`src/rtl/vga_sync_receiver.sv`:
```
// rtl/vga_sync_receiver.sv - VGA timing receiver: line/frame measurement, lock FSM, pixel coordinate recovery
module vga_sync_receiver #(
    parameter int H_TOTAL     = 800,
    parameter int H_SYNC      = 96,
    parameter int H_BP        = 48,
    parameter int H_ACTIVE    = 640,
    parameter int V_TOTAL     = 521,
    parameter int V_SYNC      = 2,
    parameter int V_BP        = 29,
    parameter int V_ACTIVE    = 480,
    parameter int LOCK_FRAMES = 2
) (
    input  logic       Clock,
    input  logic       Reset,
    input  logic       iHsync,
    input  logic       iVsync,
    input  logic [2:0] iVGA_RGB,
    output logic [2:0] oRGB,
    output logic [9:0] oX,
    output logic [9:0] oY,
    output logic       oPixelValid,
    output logic       oLocked,
    output logic       oSyncErr,
    output logic [9:0] oLinePeriod,
    output logic [9:0] oFrameLines
);

    typedef enum logic [1:0] {SEARCH, ACQUIRE, LOCKED} state_t;

    localparam logic [9:0] CNT_MAX    = 10'h3ff;
    localparam logic [9:0] H_TOTAL_V  = 10'(H_TOTAL);
    localparam logic [9:0] H_SYNC_V   = 10'(H_SYNC);
    localparam logic [9:0] H_ACTIVE_V = 10'(H_ACTIVE);
    localparam logic [9:0] V_TOTAL_V  = 10'(V_TOTAL);
    localparam logic [9:0] V_SYNC_V   = 10'(V_SYNC);
    localparam logic [9:0] V_ACTIVE_V = 10'(V_ACTIVE);
    localparam logic [9:0] X_OFF      = 10'(H_SYNC + H_BP);
    localparam logic [9:0] Y_OFF      = 10'(V_SYNC + V_BP);
    localparam logic [3:0] LOCK_N     = 4'(LOCK_FRAMES);

    logic       s_hs, s_vs, s_hs_d, s_vs_d;
    logic [2:0] s_rgb, rgb_d;
    logic [9:0] h_cnt, v_cnt, hs_width, vs_width;
    logic       hs_ok, lines_ok;
    state_t     state, state_next;
    logic [3:0] good_cnt, good_next;
    logic       err_next;
    logic       hs_fall, hs_rise, vs_fall, timeout;
    logic       line_good, bad_line, frame_good, sync_fault;
    logic [9:0] line_period, frame_lines, x_raw, y_raw;
    logic       x_in, y_in;
    logic       pv_p;
    logic [9:0] x_p, y_p;
    logic [2:0] rgb_p;

    assign hs_fall     = s_hs_d & ~s_hs;
    assign hs_rise     = ~s_hs_d & s_hs;
    assign vs_fall     = s_vs_d & ~s_vs;
    assign timeout     = (h_cnt == CNT_MAX);
    assign line_period = timeout ? CNT_MAX : h_cnt + 10'd1;
    assign line_good   = (line_period == H_TOTAL_V) && hs_ok;
    assign bad_line    = hs_fall && !line_good;
    // The line closed by a coincident hsync fall still belongs to the frame ending here.
    assign frame_lines = v_cnt + {9'd0, hs_fall};
    assign frame_good  = (frame_lines == V_TOTAL_V) && (vs_width == V_SYNC_V) &&
                         lines_ok && (!hs_fall || line_good);
    assign sync_fault  = timeout || bad_line || (vs_fall && !frame_good);
    // Underflowed raw coordinates are rejected by the lower-bound compare.
    assign x_raw       = h_cnt - X_OFF;
    assign y_raw       = v_cnt - Y_OFF;
    assign x_in        = (h_cnt >= X_OFF) && (x_raw < H_ACTIVE_V);
    assign y_in        = (v_cnt >= Y_OFF) && (y_raw < V_ACTIVE_V);

    // Input registers and edge-detect delay stage; RGB is delayed to line up with the decode stage.
    always_ff @(posedge Clock) begin
        if (Reset) begin
            s_hs   <= 1'b0;
            s_vs   <= 1'b0;
            s_hs_d <= 1'b0;
            s_vs_d <= 1'b0;
            s_rgb  <= 3'd0;
            rgb_d  <= 3'd0;
        end else begin
            s_hs   <= iHsync;
            s_vs   <= iVsync;
            s_hs_d <= s_hs;
            s_vs_d <= s_vs;
            s_rgb  <= iVGA_RGB;
            rgb_d  <= s_rgb;
        end
    end

    // Horizontal position, line period and hsync pulse width measurement.
    always_ff @(posedge Clock) begin
        if (Reset) begin
            h_cnt       <= 10'd0;
            oLinePeriod <= 10'd0;
            hs_width    <= 10'd0;
            hs_ok       <= 1'b0;
        end else begin
            if (hs_fall) begin
                h_cnt       <= 10'd0;
                oLinePeriod <= line_period;
            end else if (!timeout) begin
                h_cnt <= h_cnt + 10'd1;
            end
            if (hs_fall)
                hs_width <= 10'd1;
            else if (!s_hs && hs_width != CNT_MAX)
                hs_width <= hs_width + 10'd1;
            if (hs_rise)
                hs_ok <= (hs_width == H_SYNC_V);
        end
    end

    // Vertical position, frame length, vsync width in lines and per-frame line health.
    always_ff @(posedge Clock) begin
        if (Reset) begin
            v_cnt       <= 10'd0;
            oFrameLines <= 10'd0;
            vs_width    <= 10'd0;
            lines_ok    <= 1'b0;
        end else begin
            if (vs_fall) begin
                v_cnt       <= 10'd0;
                oFrameLines <= frame_lines;
                vs_width    <= {9'd0, hs_fall};
                lines_ok    <= 1'b1;
            end else begin
                if (hs_fall && v_cnt != CNT_MAX)
                    v_cnt <= v_cnt + 10'd1;
                if (hs_fall && !s_vs)
                    vs_width <= vs_width + 10'd1;
                if (bad_line)
                    lines_ok <= 1'b0;
            end
        end
    end

    // Lock state register with registered lock and sticky error flags.
    always_ff @(posedge Clock) begin
        if (Reset) begin
            state    <= SEARCH;
            good_cnt <= 4'd0;
            oLocked  <= 1'b0;
            oSyncErr <= 1'b0;
        end else begin
            state    <= state_next;
            good_cnt <= good_next;
            oLocked  <= (state_next == LOCKED);
            oSyncErr <= err_next;
        end
    end

    // Next-state logic: count good frames to lock, drop to SEARCH on any timing fault.
    always_comb begin
        state_next = state;
        good_next  = good_cnt;
        err_next   = oSyncErr;
        case (state)
            SEARCH: begin
                if (vs_fall) begin
                    state_next = ACQUIRE;
                    good_next  = 4'd0;
                end
            end
            ACQUIRE: begin
                if (sync_fault) begin
                    state_next = SEARCH;
                end else if (vs_fall) begin
                    good_next = good_cnt + 4'd1;
                    if (good_cnt + 4'd1 == LOCK_N)
                        state_next = LOCKED;
                end
            end
            LOCKED: begin
                if (sync_fault) begin
                    state_next = SEARCH;
                    err_next   = 1'b1;
                end
            end
            default: state_next = SEARCH;
        endcase
    end

    // Decode stage: window test on the current counters.
    always_ff @(posedge Clock) begin
        if (Reset) begin
            pv_p  <= 1'b0;
            x_p   <= 10'd0;
            y_p   <= 10'd0;
            rgb_p <= 3'd0;
        end else if ((state == LOCKED) && x_in && y_in) begin
            pv_p  <= 1'b1;
            x_p   <= x_raw;
            y_p   <= y_raw;
            rgb_p <= rgb_d;
        end else begin
            pv_p  <= 1'b0;
            x_p   <= 10'd0;
            y_p   <= 10'd0;
            rgb_p <= 3'd0;
        end
    end

    // Output register, three edges after the input sample.
    always_ff @(posedge Clock) begin
        if (Reset) begin
            oPixelValid <= 1'b0;
            oX          <= 10'd0;
            oY          <= 10'd0;
            oRGB        <= 3'd0;
        end else begin
            oPixelValid <= pv_p;
            oX          <= x_p;
            oY          <= y_p;
            oRGB        <= rgb_p;
        end
    end

endmodule

```
`config.mk`:
```
export PLATFORM = sky130hd
export DESIGN_NAME = vga_sync_receiver
export DESIGN_NICKNAME = d
export VERILOG_FILES = /design/src/rtl/vga_sync_receiver.sv
export SDC_FILE = /design/constraint.sdc
export NUM_CORES = 1
export LEC_CHECK = 0
export ABC_AREA = 1
export CAP_MARGIN = 20
export CORE_MARGIN = 2
export CORE_UTILIZATION = 45
export CTS_CLUSTER_SIZE = 10
export DETAILED_ROUTE_END_ITERATION = 8
export PLACE_DENSITY = 0.7
export SYNTH_ARGS = -nofsm -noshare
export SYNTH_HDL_FRONTEND = slang
export SYNTH_SLANG_ARGS = --single-unit
```
`constraint.sdc`:
```
create_clock -name Clock -period 2.4 [get_ports Clock]
set_clock_uncertainty 0.1 [all_clocks]
set_input_delay 0.48 -clock Clock [delete_from_list [all_inputs] [get_ports Clock]]
set_output_delay 0.48 -clock Clock [all_outputs]
set_load 0.1 [all_outputs]
```
# == Word-level counts from Yosys, hierarchy flattened ==
# Index checks and enable logic that the tools add are counted.
# totals
register_bits,128
wordCells,110
out_inout_bits,46
in_bits,7
# op_classes
n_reduce_logical,31
bitwise_logic,7
n_lt_le_gt_ge,4
add_sub_neg,8
mux,18
eq_ne,14
# ops
op,n
"10-bit by 1-bit adder with 10-bit output, second input constant",4
"10-bit == test, second input constant",3
"10-bit inequality test, second input constant",2
1-bit logical AND,13
4-bit 2-to-1 mux,3
10-bit by 1-bit adder with 10-bit output,1
"10-bit by 2-bit == test with 1-bit output, second input constant",1
"10-bit by 7-bit == test with 1-bit output, second input constant",1
"10-bit by 5-bit greater-or-equal comparator with 1-bit output, second input constant",1
"10-bit by 8-bit greater-or-equal comparator with 1-bit output, second input constant",1
"10-bit < comparator, second input constant",1
"10-bit by 9-bit < comparator with 1-bit output, second input constant",1
10-bit 2-to-1 mux,1
2-bit 2-to-1 mux,5
"10-bit by 5-bit subtractor with 10-bit output, second input constant",1
"10-bit by 8-bit subtractor with 10-bit output, second input constant",1
4-bit one-hot mux with 2 select lines,1
2-bit nonzero test,4
1-bit 2-to-1 mux,7
"2-bit inequality test, second input constant",3
2-bit one-hot mux with 3 select lines,1
2-bit OR reduction,3
1-bit logical NOT,5
"4-bit by 1-bit adder with 4-bit output, second input constant",1
other kinds (9),17

# == Logic depth before layout (Yosys ltp) ==
# depth
depth_word,13
mapped_depth,17
ltp_nobuf,17

# == Worst setup path before layout ==
# No wires, ideal clock.
# synth_timing
path_type,flip-flop to flip-flop
start,register s_hs
end,register good_cnt[0]
path_buffers,0
period_less_slack_ns,2.098
arrival_ns,1.883
stages_incl_launch_ff,17
required_time_ns,2.185
path_slack_ns,0.302
setup_ns,0.115
path_cell_list,dfxtp_1 > inv_1 > nand2_1 > clkinv_1 > ha_1 > nand3_1 > inv_1 > nand2_1 > nand2_1 > nor2_1 > nand3_1 > nor2_1 > nand2_1 > nand2_1 > nand4_4 > a21oi_1 > nor2_1
# synth_via
elab_chain_len,12
word_cells_on_any_way,16
cone_classes,1 x add/sub; 2 x eq/ne; 2 x bitwise; 11 x reduce/logical
# synth_rtl
item,line,text
start: declaration,41,"logic s_hs, s_vs, s_hs_d, s_vs_d;"
start signal: assignment,84,s_hs <= iHsync;
1-bit inverter *,56,assign hs_fall = s_hs_d & ~s_hs;
1-bit bitwise AND *,56,
named net hs_fall,48,"logic hs_fall, hs_rise, vs_fall, timeout;"
10-bit by 1-bit adder with 10-bit output,64,"assign frame_lines = v_cnt + {9'd0, hs_fall};"
10-bit == test,65,assign frame_good = (frame_lines == V_TOTAL_V) && (vs_width == V_SYNC_V) &&
1-bit logical AND (2 in a row),65,
1-bit logical AND,66,lines_ok && (!hs_fall || line_good);
1-bit logical NOT,67,assign sync_fault = timeout || bad_line || (vs_fall && !frame_good);
1-bit logical AND,67,
1-bit logical OR *,67,
2-bit inequality test (no source line) *,n/a,
4-bit AND reduction (no source line) *,n/a,
end signal: assignment,149,good_cnt <= good_next;
end: declaration,46,"logic [3:0] good_cnt, good_next;"
# The timed path passes the listed nets; every way through them passes the cells marked *.
# A chain may end at the register's enable or synchronous reset.

# == Final worst setup path ==
# layout_timing
start,register h_cnt[4]
end,register good_cnt[0]
# layout_via
elab_chain_len,11
word_cells_on_any_way,15
cone_classes,1 x add/sub; 3 x eq/ne; 1 x mux; 10 x reduce/logical
# layout_rtl
item,line,text
start: declaration,43,"logic [9:0] h_cnt, v_cnt, hs_width, vs_width;"
start signal: assignment,105,h_cnt <= h_cnt + 10'd1;
10-bit by 1-bit adder with 10-bit output or 10-bit == test (tied branches),"60, 59",
10-bit 2-to-1 mux,60,assign line_period = timeout ? CNT_MAX : h_cnt + 10'd1;
10-bit == test,61,assign line_good = (line_period == H_TOTAL_V) && hs_ok;
1-bit logical AND,61,
1-bit logical OR,66,
1-bit logical AND,66,
1-bit logical NOT,67,
1-bit logical AND,67,
1-bit logical OR *,67,
2-bit inequality test (no source line) *,n/a,
4-bit AND reduction (no source line) *,n/a,
# Mark *: on every way between the ends. The rest lies on a longest branch, timed or not.

==> impl_metrics.json <==
{
  "vias_per_cell": 4.84,
  "finalHoldViolCount": 0,
  "route.detailed.drc": 0,
  "antennaDiodeCount": 0,
  "h-tree-depth": 4,
  "dr.pass1.iters": 4,
  "worstHoldPathCells": 2,
  "dp.cells": 875,
  "critPathLaunchType": "flip-flop",
  "reg2reg_depth": 12,
  "ctsHoldBuffers": 0,
  "vias": 4391,
  "grt_pass1_wl_um": 18500,
  "status": "complete, no violations",
  "arrival_ns": 2.38,
  "fillerInstances": 1034,
  "hp-class": "reg -> reg",
  "power_mw": 4.97,
  "ys_seq_area_share_pct": 49.2,
  "ios": 53,
  "hpwlAfterDp_um": 7870,
  "clockBufferDepth": 2,
  "die_w_um": 112,
  "path_delay_family": "simple AND/OR/NAND/NOR gates",
  "finalCritPeriodShare_pct": 90.5,
  "nets": 775,
  "start_util_pct": 45.8,
  "grt_max_degree": 31,
  "synth_area_mm2": 0.00520,
  "fin_cells": 908,
  "postLayoutCoreUtil_pct": 57.3,
  "initialDrtViolationCount": 184,
  "rsz0062_at_grt": "no",
  "clock_sinks": 128,
  "rows": 39,
  "routabilityCongestion": 0.923,
  "avgSynthCellArea_um2": 7.65,
  "fmax_mhz": 460,
  "worstSetupStartpoint": "h_cnt[4]",
  "grt_antenna_before_repair": 0,
  "clk_latency_ns": 0.41,
  "reg2reg_to": "good_cnt[0]",
  "whs_endpoint": "oRGB[1]",
  "synth_fp_nets": 701,
  "synth_cell_types": 33,
  "cts_tree": "done",
  "critical_path_required_ns": 2.61,
  "grt-ovfl-total": 0,
  "critPathMaxFanout": 8,
  "cts_buffers": 17,
  "cp-end-kind": "flip-flop",
  "final_cell_mix": "dfxtp_1, nand2_1, inv_1, nor2_1, buf_4",
  "fin_crit_ns": 2.17,
  "dieArea_mm2": 0.0124,
  "syn_inst": 680,
  "power_density_mw_per_mm2": 763,
  "critical_path_class": "reg -> reg",
  "crit_chain": "ha_1, inv_1, nor2_2, nand2_1, nand2_1, o21ai_0, nor2_1, nand4_1, nand2_2, nand4_4, a21oi_2, nor2_1",
  "coreArea_mm2": 0.0114,
  "cts_root_buffer": "clkbuf_16",
  "hp-start": "rgb_p[1]",
  "portBuffers": 52,
  "setup-tns-final_ns": 0,
  "cpPeakStageDelay_ns": 0.42,
  "yosys.area.top_type": "dfxtp_1",
  "die_h_um": 112,
  "wl_um": 10900,
  "final_layout_size_suffix_gt1_share_pct": 18.6,
  "track_usage_pct": 18.4,
  "rr_startpoint": "h_cnt[4]",
  "critical_path_buf_inv_count": 1,
  "final_common_cell": "dfxtp_1",
  "drv_cap": 0,
  "irDropWorstVdd_mv": 0.571,
  "wire_per_inst_um": 12.0,
  "ant_nets": 0,
  "timing.final.max_slew_violations": 0,
  "cp_slowest_cell": "dfxtp_1",
  "reg2reg_setup_slack_ns": 0.23,
  "ys_warn_count": 0,
  "synth_area_leaders": "dfxtp_1, nand2_1, inv_1",
  "grt_pass1_vias": 4194,
  "ys_ff_latch": 128,
  "setup_viol": 0,
  "power_leakage_nw": 2.83,
  "path_clk_slew_ns": 0.05,
  "synthToLayoutAreaGrowth_pct": 25.2,
  "synth_top_area_share_pct": 49.2
}
==> routing by layer <==
| layer | vias up | track usage, % | routed length, µm | share of wire, % |
|---|---|---|---|---|
| met1 | 1988 | 22.4 | 5110 | 47 |
| met3 | 28 | 4.95 | 424 | 3.9 |
| met5 | - | 0 | 0 | 0 |
| met2 | 87 | 29.7 | 5090 | 47 |
| met4 | 0 | 10.2 | 266 | 2.4 |
| li1 | 2288 | - | - | - |
==> kinds of logic after synthesis <==
family                     after synthesis  synth area share (%)
buffers and inverters                  122                  9.11
other                                    1                0.0721
AOI/OAI and AO/OA                       93                  9.79
xor gates and xnor gates                13                  2.19
and+or+nand+nor                        309                  26.2
DFF                                    128                  49.2
adders and majority gates               14                  3.37
==> tightest hold or removal path, delay by kind of cell, from the launching register on <==
family,cells,cell delay [ns]
buffers and inverters,1,0.04
and+or+nand+nor,1,0.03
DFF,1,0.29
==> synthesized netlist by cell type <==
master,count
nand4_1,11
inv_1,107
a21oi_1,38
inv_2,1
nor2_1,103
o21ai_0,42
or2_2,4
and3_4,1
nand3_2,1
buf_1,1
nand2_2,3
conb_1,1
clkbuf_1,9
nor3b_1,2
a22o_1,4
nand3_1,35
clkbuf_2,1
xnor2_1,1
a31oi_1,2
nand2_1,115
nand4_4,1
clkinv_1,1
buf_6,2
nor3_1,12
xor2_1,12
a32o_1,1
nor2_2,19
ha_1,14
nor2_4,2
a21oi_2,1
a31oi_2,1
dfxtp_1,128
a211oi_1,4
==> through the flow <==
stage	setup WS (ns)	instance area, µm²	hold WS, ns
4_1_cts	0.0579	6400	0.300
6_report	0.227	6520	0.298
2_1_floorplan	0.302	5200	0.288
5_1_grt	0.0140	6520	0.309
3_5_place_dp	0.0419	5820	0.293
3_3_place_gp	0.141	5820	0.293
==> power by group <==
group | internal, mW | switching, mW
sequential | 2.16 | 0.0297
combinational | 0.0846 | 0.166
clock | 1.67 | 0.862
total | 3.91 | 1.06
==> state kept, by name, indices dropped and copies added, names as in the netlist, 10 cells and up <==
signal,count
hs_width,10
oLinePeriod,10
vs_width,10
v_cnt,10
y_p,10
oFrameLines,10
oY,10
x_p,10
h_cnt,10
oX,10
==> how the worst max path moves through the flow <==
stage | slack (ns) | endpoint | depth (start not counted)
after floorplan | 0.30 | good_cnt[0] | 16
after global placement | 0.14 | x_p[6] | 11
after detailed placement | 0.04 | good_cnt[0] | 15
after CTS | 0.06 | good_cnt[0] | 15
after global routing | 0.01 | good_cnt[3] | 15
final | 0.23 | good_cnt[0] | 12
==> cell type report <==
class	instances	area (µm²)	area share (%)
Sequential cell	128	2570	39.4
Multi-Input combinational cell	430	2250	34.6
Timing Repair Buffer	68	526	8.06
Clock buffer	23	468	7.18
Inverter	109	414	6.35
Tap cell	143	179	2.75
Clock inverter	7	110	1.69
==> what timing repair did <==
item	in CTS	in global routing
pin swaps	0	7
setup endpoints to repair	1	27
gates resized for setup	1	28
buffers inserted	0	3
Power figures use the tool's default switching activity.
